<file path="src/rtl/vga_pkg.sv">
// vga_pkg: 640x480@60 timing constants and small decode helpers shared by the
// VGA sync generator. Optional feature macro: VGA_RGB_REG_EN (registered
// sync/blank/colour outputs).
package vga_pkg;

   // Horizontal timing, in pixels
   localparam int unsigned H_DISPLAY = 32'd640;
   localparam int unsigned H_FRONT   = 32'd16;
   localparam int unsigned H_SYNC    = 32'd96;
   localparam int unsigned H_BACK    = 32'd48;

   // Vertical timing, in lines
   localparam int unsigned V_DISPLAY = 32'd480;
   localparam int unsigned V_FRONT   = 32'd10;
   localparam int unsigned V_SYNC    = 32'd2;
   localparam int unsigned V_BACK    = 32'd33;

   // Colour driven while blanked
   localparam logic [7:0] COLOR_NULL = 8'h00;

   // Width of the x/y count outputs
   localparam int unsigned CNT_W = 32'd11;

   // Inclusive range test used for the sync pulse windows
   function automatic logic in_range(input logic [10:0] val,
                                     input logic [10:0] lo,
                                     input logic [10:0] hi);
      return (val >= lo) && (val <= hi);
   endfunction

endpackage

</file>
<file path="src/rtl/vga_tick_gen.sv">
// vga_tick_gen: divide-by-two toggle producing the 25 MHz pixel strobe from the
// 50 MHz system clock. The strobe is the toggle register itself, so it is low
// in reset and first asserts on the first clk after reset release.
module vga_tick_gen (
   input  logic clk,
   input  logic reset,
   output logic pixel_tick
);

   logic toggle_r;

   // Toggle every clk; the high phase marks one pixel period
   always_ff @(posedge clk or negedge reset) begin
      if (!reset) begin
         toggle_r <= 1'b0;
      end else begin
         toggle_r <= ~toggle_r;
      end
   end

   assign pixel_tick = toggle_r;

endmodule

</file>
<file path="src/rtl/vga_sync.sv">
// vga_sync: 640x480 VGA timing generator. Holds the horizontal/vertical pixel
// counters, decodes sync and visible-area windows, and gates renderer colour.
// Optional feature macro: VGA_RGB_REG_EN -- when defined, hsync/vsync/video_on
// and rgb_out are registered on pixel ticks (one pixel late) to line up with a
// renderer that registers its colour; otherwise they are combinational.
// The timing parameters default to the vga_pkg constants; every total and
// sync bound is derived from them.
module vga_sync
   import vga_pkg::*;
#(
   parameter int unsigned H_DISPLAY_P = H_DISPLAY,
   parameter int unsigned H_FRONT_P   = H_FRONT,
   parameter int unsigned H_SYNC_P    = H_SYNC,
   parameter int unsigned H_BACK_P    = H_BACK,
   parameter int unsigned V_DISPLAY_P = V_DISPLAY,
   parameter int unsigned V_FRONT_P   = V_FRONT,
   parameter int unsigned V_SYNC_P    = V_SYNC,
   parameter int unsigned V_BACK_P    = V_BACK
) (
   input  logic              clk,
   input  logic              reset,
   input  logic [7:0]        rgb_in,
   output logic [CNT_W-1:0]  x,
   output logic [CNT_W-1:0]  y,
   output logic              pixel_tick,
   output logic              video_on,
   output logic              hsync,
   output logic              vsync,
   output logic              frame_start,
   output logic [7:0]        rgb_out
);

   // Derived counter limits and window bounds
   localparam logic [10:0] H_MAX_C    = 11'(H_DISPLAY_P + H_FRONT_P + H_SYNC_P + H_BACK_P - 32'd1);
   localparam logic [10:0] V_MAX_C    = 11'(V_DISPLAY_P + V_FRONT_P + V_SYNC_P + V_BACK_P - 32'd1);
   localparam logic [10:0] HS_START_C = 11'(H_DISPLAY_P + H_FRONT_P);
   localparam logic [10:0] HS_END_C   = 11'(H_DISPLAY_P + H_FRONT_P + H_SYNC_P - 32'd1);
   localparam logic [10:0] VS_START_C = 11'(V_DISPLAY_P + V_FRONT_P);
   localparam logic [10:0] VS_END_C   = 11'(V_DISPLAY_P + V_FRONT_P + V_SYNC_P - 32'd1);
   localparam logic [10:0] H_VIS_C    = 11'(H_DISPLAY_P);
   localparam logic [10:0] V_VIS_C    = 11'(V_DISPLAY_P);

   logic        tick_s;
   logic [10:0] h_count_r;
   logic [10:0] v_count_r;
   logic        frame_start_r;
   logic        h_last_s;
   logic        v_last_s;
   logic        hsync_raw_s;
   logic        vsync_raw_s;
   logic        video_raw_s;
   logic [7:0]  rgb_raw_s;

   vga_tick_gen u_tick_gen (
      .clk        (clk),
      .reset      (reset),
      .pixel_tick (tick_s)
   );

   // Treat anything at or past the last value as the wrap point so an upset
   // count can never run beyond the frame
   assign h_last_s = (h_count_r >= H_MAX_C);
   assign v_last_s = (v_count_r >= V_MAX_C);

   // Pixel/line counters: h advances per tick, v advances on h wrap
   always_ff @(posedge clk or negedge reset) begin
      if (!reset) begin
         h_count_r <= 11'd0;
         v_count_r <= 11'd0;
      end else if (tick_s) begin
         if (h_last_s) begin
            h_count_r <= 11'd0;
            if (v_last_s) begin
               v_count_r <= 11'd0;
            end else begin
               v_count_r <= v_count_r + 11'd1;
            end
         end else begin
            h_count_r <= h_count_r + 11'd1;
            v_count_r <= v_count_r;
         end
      end else begin
         h_count_r <= h_count_r;
         v_count_r <= v_count_r;
      end
   end

   // Frame strobe: high for the one clk following the wrap to (0,0)
   always_ff @(posedge clk or negedge reset) begin
      if (!reset) begin
         frame_start_r <= 1'b0;
      end else begin
         frame_start_r <= tick_s & h_last_s & v_last_s;
      end
   end

   // Raw sync/visible decodes and blank-gated colour for the current counts
   always_comb begin
      hsync_raw_s = ~in_range(h_count_r, HS_START_C, HS_END_C);
      vsync_raw_s = ~in_range(v_count_r, VS_START_C, VS_END_C);
      video_raw_s = (h_count_r < H_VIS_C) && (v_count_r < V_VIS_C);
      if (video_raw_s) begin
         rgb_raw_s = rgb_in;
      end else begin
         rgb_raw_s = COLOR_NULL;
      end
   end

`ifdef VGA_RGB_REG_EN
   logic       hsync_r;
   logic       vsync_r;
   logic       video_r;
   logic [7:0] rgb_r;

   // Pixel-delayed copies of the decodes and colour, loaded on ticks
   always_ff @(posedge clk or negedge reset) begin
      if (!reset) begin
         hsync_r <= 1'b1;
         vsync_r <= 1'b1;
         video_r <= 1'b0;
         rgb_r   <= COLOR_NULL;
      end else if (tick_s) begin
         hsync_r <= hsync_raw_s;
         vsync_r <= vsync_raw_s;
         video_r <= video_raw_s;
         rgb_r   <= rgb_raw_s;
      end else begin
         hsync_r <= hsync_r;
         vsync_r <= vsync_r;
         video_r <= video_r;
         rgb_r   <= rgb_r;
      end
   end

   assign hsync    = hsync_r;
   assign vsync    = vsync_r;
   assign video_on = video_r;
   assign rgb_out  = rgb_r;
`else
   assign hsync    = hsync_raw_s;
   assign vsync    = vsync_raw_s;
   assign video_on = video_raw_s;
   // Colour is forced to black while reset is held, even though (0,0) is visible
   assign rgb_out  = reset ? rgb_raw_s : COLOR_NULL;
`endif

   assign x           = h_count_r;
   assign y           = v_count_r;
   assign pixel_tick  = tick_s;
   assign frame_start = frame_start_r;

endmodule

</file>
<file path="config.mk">
export PLATFORM = sky130hd
export DESIGN_NAME = vga_sync
export DESIGN_NICKNAME = d
export VERILOG_FILES = /design/src/rtl/vga_pkg.sv /design/src/rtl/vga_tick_gen.sv /design/src/rtl/vga_sync.sv
export SDC_FILE = /design/constraint.sdc
export NUM_CORES = 1
export LEC_CHECK = 0
export CAP_MARGIN = 30
export CELL_PAD_IN_SITES_DETAIL_PLACEMENT = 1
export CELL_PAD_IN_SITES_GLOBAL_PLACEMENT = 2
export CORE_MARGIN = 5
export CORE_UTILIZATION = 27
export CTS_CLUSTER_DIAMETER = 150
export DETAILED_ROUTE_END_ITERATION = 10
export GPL_TIMING_DRIVEN = 1
export PLACE_DENSITY_LB_ADDON = 0.1
export SLEW_MARGIN = 5
export SYNTH_ARGS = -nofsm -noshare
export SYNTH_HDL_FRONTEND = slang
export SYNTH_SLANG_ARGS = --single-unit
</file>
<file path="constraint.sdc">
create_clock -name clk -period 1.98 [get_ports clk]
set_clock_uncertainty 0.15 [all_clocks]
set_input_delay 0.297 -clock clk [delete_from_list [all_inputs] [get_ports clk]]
set_output_delay 0.297 -clock clk [all_outputs]
set_load 0.05 [all_outputs]
</file>
==> metrics.md, run 1 <==
| Metric | Value |
|---|---|
| Arr. time, crit path | `about 1700 ps` |
| Crit-path leading delay family | `simple AND/OR/NAND/NOR gates` |
| H-tree Lvls | `1` |
| Crit path buf inv count | `1` |
| Max_cap viols | `0` |
| Fin area | `0.00243 mm²` |
| Clock-pin slew on the worst setup and hold paths | `approximately 90 ps` |
| Max VDD drop | `roughly 0.00028 V` |
| First-pass iteration count of the detailed router | `3` |
| Height of the die | `~84 µm` |
| Final Max Slew Viols | `0` |
| Worst-margin pin slew | `around 490 ps` |
| Final hold slack | `between 300 and 400 ps` |
| Syn nets | `around 170` |
| Final ANT Viol Nets | `0` |
| CP Capture Type | `primary output` |
| Worst Hold Class | `flip-flop to flip-flop` |
| Synthesized instance count | `approximately 160` |
| CP Launch Type | `flip-flop` |
| Pleak | `about 1.1 nW` |
| P per Cell Area | `between 300 and 400 mW/mm²` |
| Initial Util | `about 28%` |
| DPL Wire Length | `around 3800 µm` |
| Total GRT Usage | `around 15%` |
| Setup CP Type | `flip-flop to primary output` |
| Syn-to-layout area delta | `65.6%` |
| Register Area | `623 µm²` |
| Post-synthesis sequential area ratio | `about two fifths` |
| Wirelength, routed | `5010 µm` |
| Num Clock Sinks | `24` |
| Clock Tree Buf Depth | `2` |
| Slowest cell on crit path | `or4b_1` |
| Critical path peak fanout | `2` |
| Failing checks | `negative setup slack` |
| TritonCTS clock tree | `built` |
| Crit-path max cell delay | `530 ps` |
| Fill count | `approximately 600` |
| Diode count | `0` |
| Asr flop ratio synth | `100%` |
| Fmax | `between 400 and 500 MHz` |
| RePlAce Congestion | `between 0.7 and 0.8` |
| Row count | `26` |
| Largest net degree at the start of global routing | `16` |
| Vias in the first global route | `1646` |
| Avg WL per Cell | `16.5 µm` |
| Cts-stage hold buffer count | `0` |
| Buffers on Ports | `between 40 and 50` |
| Crit path time final | `between 2000 and 2500 ps` |
| Outcome | `finished with violations` |
| Final Hold Viols | `0` |
| Post-route DRC violation count | `0` |
| 1st-iter DRT viols | `between 60 and 70` |
| Synth Warn # | `0` |
| Clock latency on the worst-skew pair | `approximately 270 ps` |
| Net count, final | `~250` |
| Worst-path cell chain | `or4b_1 -> or3_4 -> buf_6` |
| I/O pin count | `45` |
| Total power draw | `slightly above 0.0009 W` |
| Initial antenna violation count | `0` |
| Distinct cells, synth | `42` |
| Slew headroom | `67.3%` |
| Setup TNS | `-472 ps` |
| Layout cells sized above 1 | `49.1%` |
| Req. time, crit path | `1530 ps` |
| Final setup viols | `9` |
| EDFF count, synth | `0` |
| Grt ovf | `0` |
| Final period util | `109%` |
| Placed instance area | `roughly 0.0022 mm²` |
| Root Driver | `clkbuf_8` |
| Die Width | `between 80 and 90 µm` |
| Vias per cell | `approximately 4.9` |
| Total number of vias | `approximately 1500` |
| Setup WS post-layout | `-171 ps` |
| Inserted Clock Buffers | `3` |
| Die area | `0.00702 mm²` |
| Syn Area/Cell | `roughly 9.4 µm²` |
| Synthesized area | `around 0.0015 mm²` |
| Ys flop type | `dfrtp_1` |
| RSZ-0062 raised after global routing | `yes` |
| Core Region | `0.00520 mm²` |
| Multi-input logic area | `898 µm²` |
| First-pass GRT wire length | `about 8400 µm` |
| FF+latch count, synth | `24` |
-- repair_timing --
item | in CTS | in global routing
gates cloned | 0 | 1
gates resized for setup | 7 | 9
pin swaps | 7 | 7
buffers inserted | 10 | 3
setup endpoints to repair | 11 | 19
-- worst paths after layout --
kind / slack [ps] / cells after the start / from / end
worst max-delay path: -170 / 3 / y[4]$_DFFE_PN0P_ / vsync
worst max register to register: 90 / 6 / x[7]$_DFFE_PN0P_ / y[3]$_DFFE_PN0P_
min in group asynchronous: 460 / 2 / reset / x[1]$_DFFE_PN0P_
worst min-delay path: 360 / 1 / u_tick_gen.pixel_tick$_DFF_PN0_ / u_tick_gen.pixel_tick$_DFF_PN0_
max in group asynchronous: 1000 / 2 / reset / x[9]$_DFFE_PN0P_
worst min register to register: 360 / 1 / u_tick_gen.pixel_tick$_DFF_PN0_ / u_tick_gen.pixel_tick$_DFF_PN0_
-- report_power, final --
group	switching [W]	internal, W	total [W]
clock network	0.000166	0.000144	0.000310
logic	0.0000560	0.0000612	0.000117
registers	0	0.000489	0.000489
total	0.000222	0.000695	0.000916
-- state kept, by name, summed over array words and instances (netlist names) --
signal and count:
y 11, u_tick_gen.pixel_tick 1, x 11, frame_start 1
-- cell type report --
class	instances	area share [%]
multi-input cells	122	36.9
well taps	70	3.60
flip-flops and latches	24	25.6
repair buffers	75	30.6
clock buffers	4	1.85
inverters	9	1.39
-- logic make-up after synthesis --
kind of cell,Yosys count,share of synthesized area (%)
AOI/OAI and AO/OA,33,17.5
xor gates and xnor gates,5,2.98
adders and majority gates,4,3.41
buffers and inverters,11,2.90
DFF,24,40.9
muxes,2,1.70
and+or+nand+nor,78,30.7
-- through the flow --
step	util, %	setup slack, ps	instances
3_3_place_gp	42.7	80.8	286
5_1_grt	46.7	-202	304
6_report	46.7	-171	304
3_5_place_dp	42.7	74.5	286
2_1_floorplan	-	-34.3	157
4_1_cts	45.4	-184	300
-- cell usage in the layout, fill, tap and decap left out, drive strengths merged, types with 2 or more instances in the layout --
cell           netlist  final
a21oi                3      3
a221o                4      4
a22o                 4      4
and2                 2      2
and3                16     16
buf                  1     65
clkbuf               1      4
clkdlybuf4s50        0     10
dfrtp               24     24
ha                   4      4
inv                  9      9
nand2                8      8
nand3                9      9
nand4                3      3
nor2                18     18
nor2b                2      2
nor3                10     10
nor4                 5      5
o211ai               5      5
o21ai               10     10
o22ai                3      3
xnor2                5      5
-- Yosys cell counts (2+ instances only) --
cell      instances  area share (%)
dfrtp_1          24              41
nor2_1           17             4.3
and3_1           15             6.4
inv_1             9             2.3
nor3_1            9             3.1
nand3_1           8             2.7
nand2_1           7             1.8
o211ai_1          5             2.6
o21ai_1           5             1.7
xnor2_1           5             3.0
a221o_1           4             2.7
a22o_1            4             2.4
ha_1              4             3.4
nand4_1           3             1.3
nor4_1            3             1.3
o21ai_0           3             1.0
o22ai_1           3             1.3
a21oi_2           2             1.2
and2_1            2            0.85
nor2b_1           2            0.85
o21ai_2           2             1.2
-- metal layers --
layer	share of wire [%]	global-route usage, %	vias to the layer above
met5	0	0	-
met4	0.38	2.19	0
met3	2.4	2.27	2
met2	55	27.8	23
met1	42	17.3	744
li1	-	-	735
-- worst register-to-register path, cell delays in order, from the launching register on --
cell and delay (ps):
dfrtp_2 410, buf_4 160, nor4_4 310, o21a_4 250, nor3_4 70, buf_12 140
a221o_1 290
Note: power is estimated with default switching activity, not from simulation.
==> run 2, diff against run 1 <==
- ABC_AREA: default -> 1
- CORE_UTILIZATION: 27 -> 26
==> run 2 against run 1 <==
  * Clock power rose by 46%
  * Count of clock-buffer cells in the layout fell by 1
  * Critical path type unchanged
  * The run still ends with negative setup slack left
  * Routed wire length rose by 2.7%
  * Sequential share of layout area fell by 1.3 points
  * Total power rose by 16%
  * Die area rose by 14%
  * Core utilization fell by 6.1 points
==> metrics.md, run 2 <==
| Metric | Value |
|---|---|
| I/O pin count | `45` |
| Buffers on Ports | `44` |
| WL met2 | `2740 µm` |
| TritonCTS clock tree | `built` |
| Synth cell count leaders | `nand2_1 (54), inv_1 (42), nor2_1 (28)` |
| DPL Wire Length | `between 4000 and 5000 µm` |
| Vias per cell | `~4.4` |
| Outcome | `finished with violations` |
| Met3 wire length | `~120 µm` |
| Crit-path max cell delay | `approximately 460 ps` |
| Post-route DRC violation count | `0` |
| Crit-path leading delay family | `simple AND/OR/NAND/NOR gates` |
| Most frequent cells in the layout | `nand2_1 (54), buf_4 (46), inv_1 (39)` |
| Synthesized instance count | `approximately 230` |
| Final Max Slew Viols | `0` |
| Initial antenna violation count | `0` |
| Row count | `29` |
| Syn-to-layout area delta | `55.0%` |
| Height of the die | `a little under 90 µm` |
| Crit path buf inv count | `2` |
| Area contributors post-synth | `dfrtp_1 (37%), nand2_1 (12%), inv_1 (9.6%), nand3_1 (6.4%), nor2_1 (6.4%)` |
| Post-synthesis sequential area ratio | `36.7%` |
| Req. time, crit path | `1530 ps` |
| Placed instance area | `around 0.0024 mm²` |
| Fill count | `759` |
| Pleak | `between 1 and 1.5 nW` |
| Die area | `around 0.008 mm²` |
| Die Width | `between 80 and 90 µm` |
| Net count, final | `a little over 300` |
| Setup WS post-layout | `-182 ps` |
| Synth Warn # | `0` |
| Slowest cell on crit path | `dfrtp_2` |
| Largest net degree at the start of global routing | `25` |
| Final setup viols | `8` |
| Diode count | `0` |
| Setup WS pre-CTS | `about 80 ps` |
| Failing checks | `negative setup slack` |
| Core Region | `between 0.006 and 0.007 mm²` |
| Clock latency on the worst-skew pair | `around 280 ps` |
| Ys flop type | `dfrtp_1` |
| Synthesized area | `~0.0016 mm²` |
| RePlAce Congestion | `about 0.74` |
| Most common cell after layout, fill and taps aside | `nand2_1` |
| Setup TNS | `-1410 ps` |
| Final period util | `109%` |
| Vias in the first global route | `around 1700` |
| Worst-margin pin slew | `roughly 510 ps` |
| Syn nets | `roughly 250` |
| Fin area | `approximately 0.0025 mm²` |
| RSZ-0062 raised after global routing | `yes` |
| P per Cell Area | `about 420 mW/mm²` |
| Cell taking the most area after synthesis | `dfrtp_1` |
| Worst Hold Class | `input port to async pin` |
| Root Driver | `clkbuf_8` |
| Max VDD drop | `about 0.00023 V` |
| First-pass GRT wire length | `~8400 µm` |
| Fmax | `~460 MHz` |
| Top-count cell post-synth | `nand2_1` |
| Asr flop ratio synth | `100%` |
| Max_cap viols | `0` |
| Critical path peak fanout | `8` |
| CP Launch Type | `flip-flop` |
| Slew headroom | `approximately two thirds` |
| DR top layer | `met4` |
| Layout cells sized above 1 | `between 30% and 40%` |
| Worst-path cell chain | `inv_4 -> a21oi_2 -> nor4_4 -> nand2_4 -> nor2_4 -> buf_12` |
| Arr. time, crit path | `1720 ps` |
| Final ANT Viol Nets | `0` |
| R2r setup slk | `~300 ps` |
| Total power draw | `0.00107 W` |
| Final Hold Viols | `0` |
| Grt ovf | `0` |
| First-pass iteration count of the detailed router | `4` |
| Num Clock Sinks | `24` |
| Total number of vias | `1654` |
| CP Capture Type | `primary output` |
| EDFF count, synth | `0` |
| Top-area cell type share of the netlist area | `36.7%` |
| 1st-iter DRT viols | `15` |
| Syn Area/Cell | `~7.1 µm²` |
| Setup CP Type | `flip-flop to primary output` |
| Crit path time final | `between 2000 and 2500 ps` |
| Wire length on met1 | `roughly 2300 µm` |
| Distinct cells, synth | `30` |
| FF+latch count, synth | `24` |
| Initial Util | `26.2%` |
| Total GRT Usage | `between 10% and 20%` |
| Inserted Clock Buffers | `3` |
| Avg WL per Cell | `around 14 µm` |
| Clock Tree Buf Depth | `2` |
| H-tree Lvls | `1` |
| Cts-stage hold buffer count | `0` |
| Clock-pin slew on the worst setup and hold paths | `100 ps` |
| Wirelength, routed | `~5000 µm` |
run 2: final cells by class:
type	instances	area [µm²]	area share, %
clock buffers	3	41.3	1.63
clock inverters	1	30.0	1.18
inverters	43	164	6.46
multi-input cells	157	922	36.3
flip-flops and latches	24	618	24.4
well taps	77	96.3	3.80
repair buffers	67	666	26.2
run 2: worst reg2reg max path, cell delays in order (launching register included):
cell and delay, ps:
dfrtp_1 420, ha_2 250, nand2_1 60, nand3b_1 150, nand3_1 100, nand3_2 70, buf_4 210, nand2_1 80
o21ai_1 70
run 2: cells by family after synthesis:
family	share of synthesized area, %
compound gates	7.80
xor+xnor	0.535
fa+ha+maj	3.06
buf+inv	13.6
flops	36.7
simple gates	38.3
run 2: final timing paths:
path | from | to | depth (start not counted)
worst max-delay path | x[8]$_DFFE_PN0P_ | rgb_out[4] | 6
max in group asynchronous | reset | x[0]$_DFFE_PN0P_ | 2
worst min register to register | y[8]$_DFFE_PN0P_ | y[8]$_DFFE_PN0P_ | 2
worst max register to register | x[1]$_DFFE_PN0P_ | y[6]$_DFFE_PN0P_ | 8
worst min-delay path | reset | x[5]$_DFFE_PN0P_ | 2
min in group clk | y[8]$_DFFE_PN0P_ | y[8]$_DFFE_PN0P_ | 2
run 2: per-stage QoR:
step | hold slack, ps | util [%] | cells
3_3_place_gp | 345 | 38.2 | 362
2_1_floorplan | -149 | - | 231
5_1_grt | 452 | 40.7 | 372
3_5_place_dp | 357 | 38.2 | 362
6_report | 413 | 40.7 | 372
4_1_cts | 412 | 40.0 | 368
run 2: where the power goes:
part	switching, W	internal, W	total (W)
clock	0.000183	0.000271	0.000454
combinational	0.0000677	0.0000567	0.000124
sequential	0	0.000490	0.000490
run 2: routing by layer:
| metal | vias up | GRT usage, % |
|---|---|---|
| li1 | 846 | - |
| met1 | 786 | 17.1 |
| met2 | 20 | 25.1 |
| met3 | 2 | 2.21 |
| met4 | 0 | 2.03 |
| met5 | - | 0 |
run 2: repair_timing:
item                       in CTS  in global routing
gates resized for setup         8                  3
buffers inserted                3                  4
pin swaps                       6                  5
setup endpoints to repair      11                 11
==> run 3, diff against run 2 <==
- SETUP_SLACK_MARGIN: default -> 0.2
- SYNTH_HIERARCHICAL: default -> 1
==> run 3 against run 2 <==
  * The flow still finishes with violations (negative setup slack)
  * Flip-flop and latch count did not move
  * Maximum frequency rose by 1.2%
  * Global-route usage rose by 1.2 points
  * Critical endpoint is now rgb_out[3]
==> metrics.md, run 3 <==
| Metric | Value |
|---|---|
| Clock network power share | `about a third` |
| Clock-pin slew on the worst setup and hold paths | `90 ps` |
| Post-route DRC violation count | `0` |
| RePlAce Congestion | `roughly 0.74` |
| Sequential power share | `52.6%` |
| Area contributors post-synth | `dfrtp_1 (37%), nand2_1 (12%), inv_1 (9.4%), nor2_1 (8.7%), nand3_1 (6.4%)` |
| Worst Hold Class | `input port to async pin` |
| Fmax | `468 MHz` |
| Fin cells | `380` |
| Sw frac | `25.8%` |
| Simple-gate portion of the synthesized area | `39.1%` |
| Crit path buf inv count | `1` |
| Reported net switching power | `0.000240 W` |
| Ys flop type | `dfrtp_1` |
| Avg WL per Cell | `~15 µm` |
| Syn Area/Cell | `around 7.1 µm²` |
| R2r worst-path depth | `14` |
| Synthesized instance count | `230` |
| Max_cap viols | `0` |
| Largest net degree at the start of global routing | `25` |
| I/O pin count | `between 40 and 50` |
| Post-synthesis sequential area ratio | `36.7%` |
| Worst-margin pin slew | `between 500 and 600 ps` |
| Top-count cell post-synth | `nand2_1` |
| Arr. time, crit path | `1690 ps` |
| Outcome | `finished with violations` |
| Height of the die | `just under 90 µm` |
| Syn-to-layout area delta | `72.9%` |
| Final Hold Viols | `0` |
| Final setup viols | `9` |
| Syn nets | `between 200 and 250` |
| Dpl cells | `353` |
| Pleak | `1.36 nW` |
| Die area | `between 0.007 and 0.008 mm²` |
| Crit path time final | `roughly 2100 ps` |
| Synthesized area | `roughly 0.0016 mm²` |
| CP Capture Type | `primary output` |
| Largest family of logic cells by synthesized area | `simple AND/OR/NAND/NOR gates` |
| Req. time, crit path | `between 1500 and 2000 ps` |
| Final period util | `108%` |
| Setup TNS | `-1190 ps` |
| Setup CP Type | `flip-flop to primary output` |
| 1st-iter DRT viols | `52` |
| Asr flop ratio synth | `100%` |
| Total power draw | `0.000930 W` |
| Layout cells sized above 1 | `between 50% and 60%` |
| Comb power frac | `between 10 and 15%` |
| RSZ-0062 raised after global routing | `yes` |
| Vias in the first global route | `approximately 1800` |
| Synth Warn # | `6` |
| Total GRT Usage | `14.9%` |
| P_int | `0.000690 W` |
| CP dominant cell by count | `nor2_4` |
| P per Cell Area | `between 300 and 400 mW/mm²` |
| Top-area cell type share of the netlist area | `36.7%` |
| Grt ovf | `0` |
| Max VDD drop | `between 0.0002 and 0.0003 V` |
| Final ANT Viol Nets | `0` |
| Post-synthesis mux area share | `0%` |
| FF+latch count, synth | `24` |
| Origin of the worst setup path | `y[5]$_DFFE_PN0P_` |
| RR Startpoint | `y[10]$_DFFE_PN0P_` |
| Slew headroom | `around 67%` |
| Synth cell count leaders | `nand2_1 (53), inv_1 (41), nor2_1 (38)` |
| Die Width | `between 80 and 90 µm` |
| Critical Path Sink | `rgb_out[3]` |
| R2r setup slk | `approximately 110 ps` |
| Critical path peak fanout | `8` |
| Vias per cell | `between 4 and 5` |
| Clock Tree Buf Depth | `2` |
| Initial antenna violation count | `0` |
| DPL Wire Length | `about 4000 µm` |
| Cell taking the most area after synthesis | `dfrtp_1` |
| Most frequent cells in the layout | `nand2_1 (46), buf_4 (40), inv_1 (33)` |
| Buffers on Ports | `44` |
| First-pass iteration count of the detailed router | `4` |
| Diode count | `0` |
| Slowest cell on crit path | `dfrtp_2` |
| Distinct cells, synth | `29` |
| Total number of vias | `roughly 1700` |
| Final Max Slew Viols | `0` |
| Compound-Gate Fraction of Synth Area | `5.28%` |
| Initial Util | `approximately 27%` |
| WP depth | `6` |
| First-pass GRT wire length | `slightly above 9000 µm` |
| Net count, final | `320` |
| End of the worst register-to-register path | `y[6]$_DFFE_PN0P_` |
| Core Region | `0.00603 mm²` |
| H-tree Lvls | `1` |
| CP Launch Type | `flip-flop` |
| EDFF count, synth | `0` |
| Clock latency on the worst-skew pair | `270 ps` |
| Setup WS post-layout | `-157 ps` |
| Most common cell after layout, fill and taps aside | `nand2_1` |
| Failing checks | `negative setup slack` |
| Num Clock Sinks | `24` |
| Crit-path leading delay family | `simple AND/OR/NAND/NOR gates` |
| Post-Synth XOR/XNOR Area | `under 10%` |
| Root Driver | `clkbuf_8` |
| Worst-path cell chain | `nand2_2 -> nor2_4 -> nor4_4 -> nand2_4 -> nor2_4 -> buf_12` |
| Inserted Clock Buffers | `3` |
| Wirelength, routed | `~5700 µm` |
| Row count | `28` |
| Crit-path max cell delay | `~430 ps` |
| TritonCTS clock tree | `built` |
| Fraction of the mapped netlist area in adder cells | `under 10%` |
run 3: how the worst min path moves through the flow:
stage                      from               endpoint  slack, ps  cells past startpoint
2_1_floorplan             reset  frame_start$_DFF_PN0_       -150                      0
3_3_place_gp   y[9]$_DFFE_PN0P_       y[9]$_DFFE_PN0P_        350                      2
3_5_place_dp   y[9]$_DFFE_PN0P_       y[9]$_DFFE_PN0P_        370                      2
4_1_cts                   reset       x[2]$_DFFE_PN0P_        450                      2
5_1_grt                   reset       x[3]$_DFFE_PN0P_        480                      2
6_report                  reset       x[2]$_DFFE_PN0P_        430                      2
run 3: stage by stage:
| step | util [%] | hold slack, ps | cell area [µm²] | worst slack, ps |
|---|---|---|---|---|
| after global routing | 46.9 | 481 | 2830 | -237 |
| after global placement | 39.8 | 354 | 2400 | 115 |
| after floorplan | - | -149 | 1770 | -528 |
| after CTS | 45.2 | 452 | 2720 | -183 |
| after detailed placement | 39.8 | 374 | 2400 | 102 |
| final | 46.9 | 431 | 2830 | -157 |
run 3: area by class of cell:
cell class / instances / area (µm²)
Fill cell: 702 / 3200
Multi-Input combinational cell: 161 / 1120
Timing Repair Buffer: 73 / 768
Sequential cell: 24 / 626
Inverter: 43 / 170
Tap cell: 75 / 93.8
Clock buffer: 4 / 45.0
run 3: cell families after synthesis:
| group | count (synthesis) |
|---|---|
| adders and majority gates | 4 |
| buffers and inverters | 47 |
| DFF | 24 |
| AOI/OAI and AO/OA | 15 |
| and+or+nand+nor | 132 |
| xor gates and xnor gates | 8 |
run 3: timing repair:
item	CTS	global route
setup endpoints to repair	12	30
endpoints found under the hold margin	0	0
hold buffers	0	0
cloned	0	3
gates resized for setup	37	29
buffers inserted	20	0
pin swaps	39	14
run 3: per-layer routing:
layer	routed length [µm]	vias to the layer above	GRT usage, %
met5	0	-	0
met1	2620	830	18.9
met3	329	4	3.50
li1	-	863	-
met2	2670	39	25.6
met4	59	0	3.52
run 3: worst register-to-register path, stage by stage, from the launching register on:
cell and delay, ps:
dfrtp_2 370, inv_2 50, buf_6 100, buf_6 100, buf_6 100, buf_6 100, buf_6 100, buf_6 110
nand3_4 70, nor2_4 60, nor2_4 120, buf_6 170, nor2_4 50, nand3_1 70, nand2_1 50
run 3: power groups by stage:
stage / registers, W / clock network [W] / logic, W
final: 0.000489 / 0.000316 / 0.000125
after CTS: 0.000490 / 0.000337 / 0.000128
after global placement: 0.000499 / 0 / 0.000125
after floorplan: 0.000499 / 0 / 0.0000538
after detailed placement: 0.000499 / 0 / 0.000127
after global routing: 0.000490 / 0.000359 / 0.000132
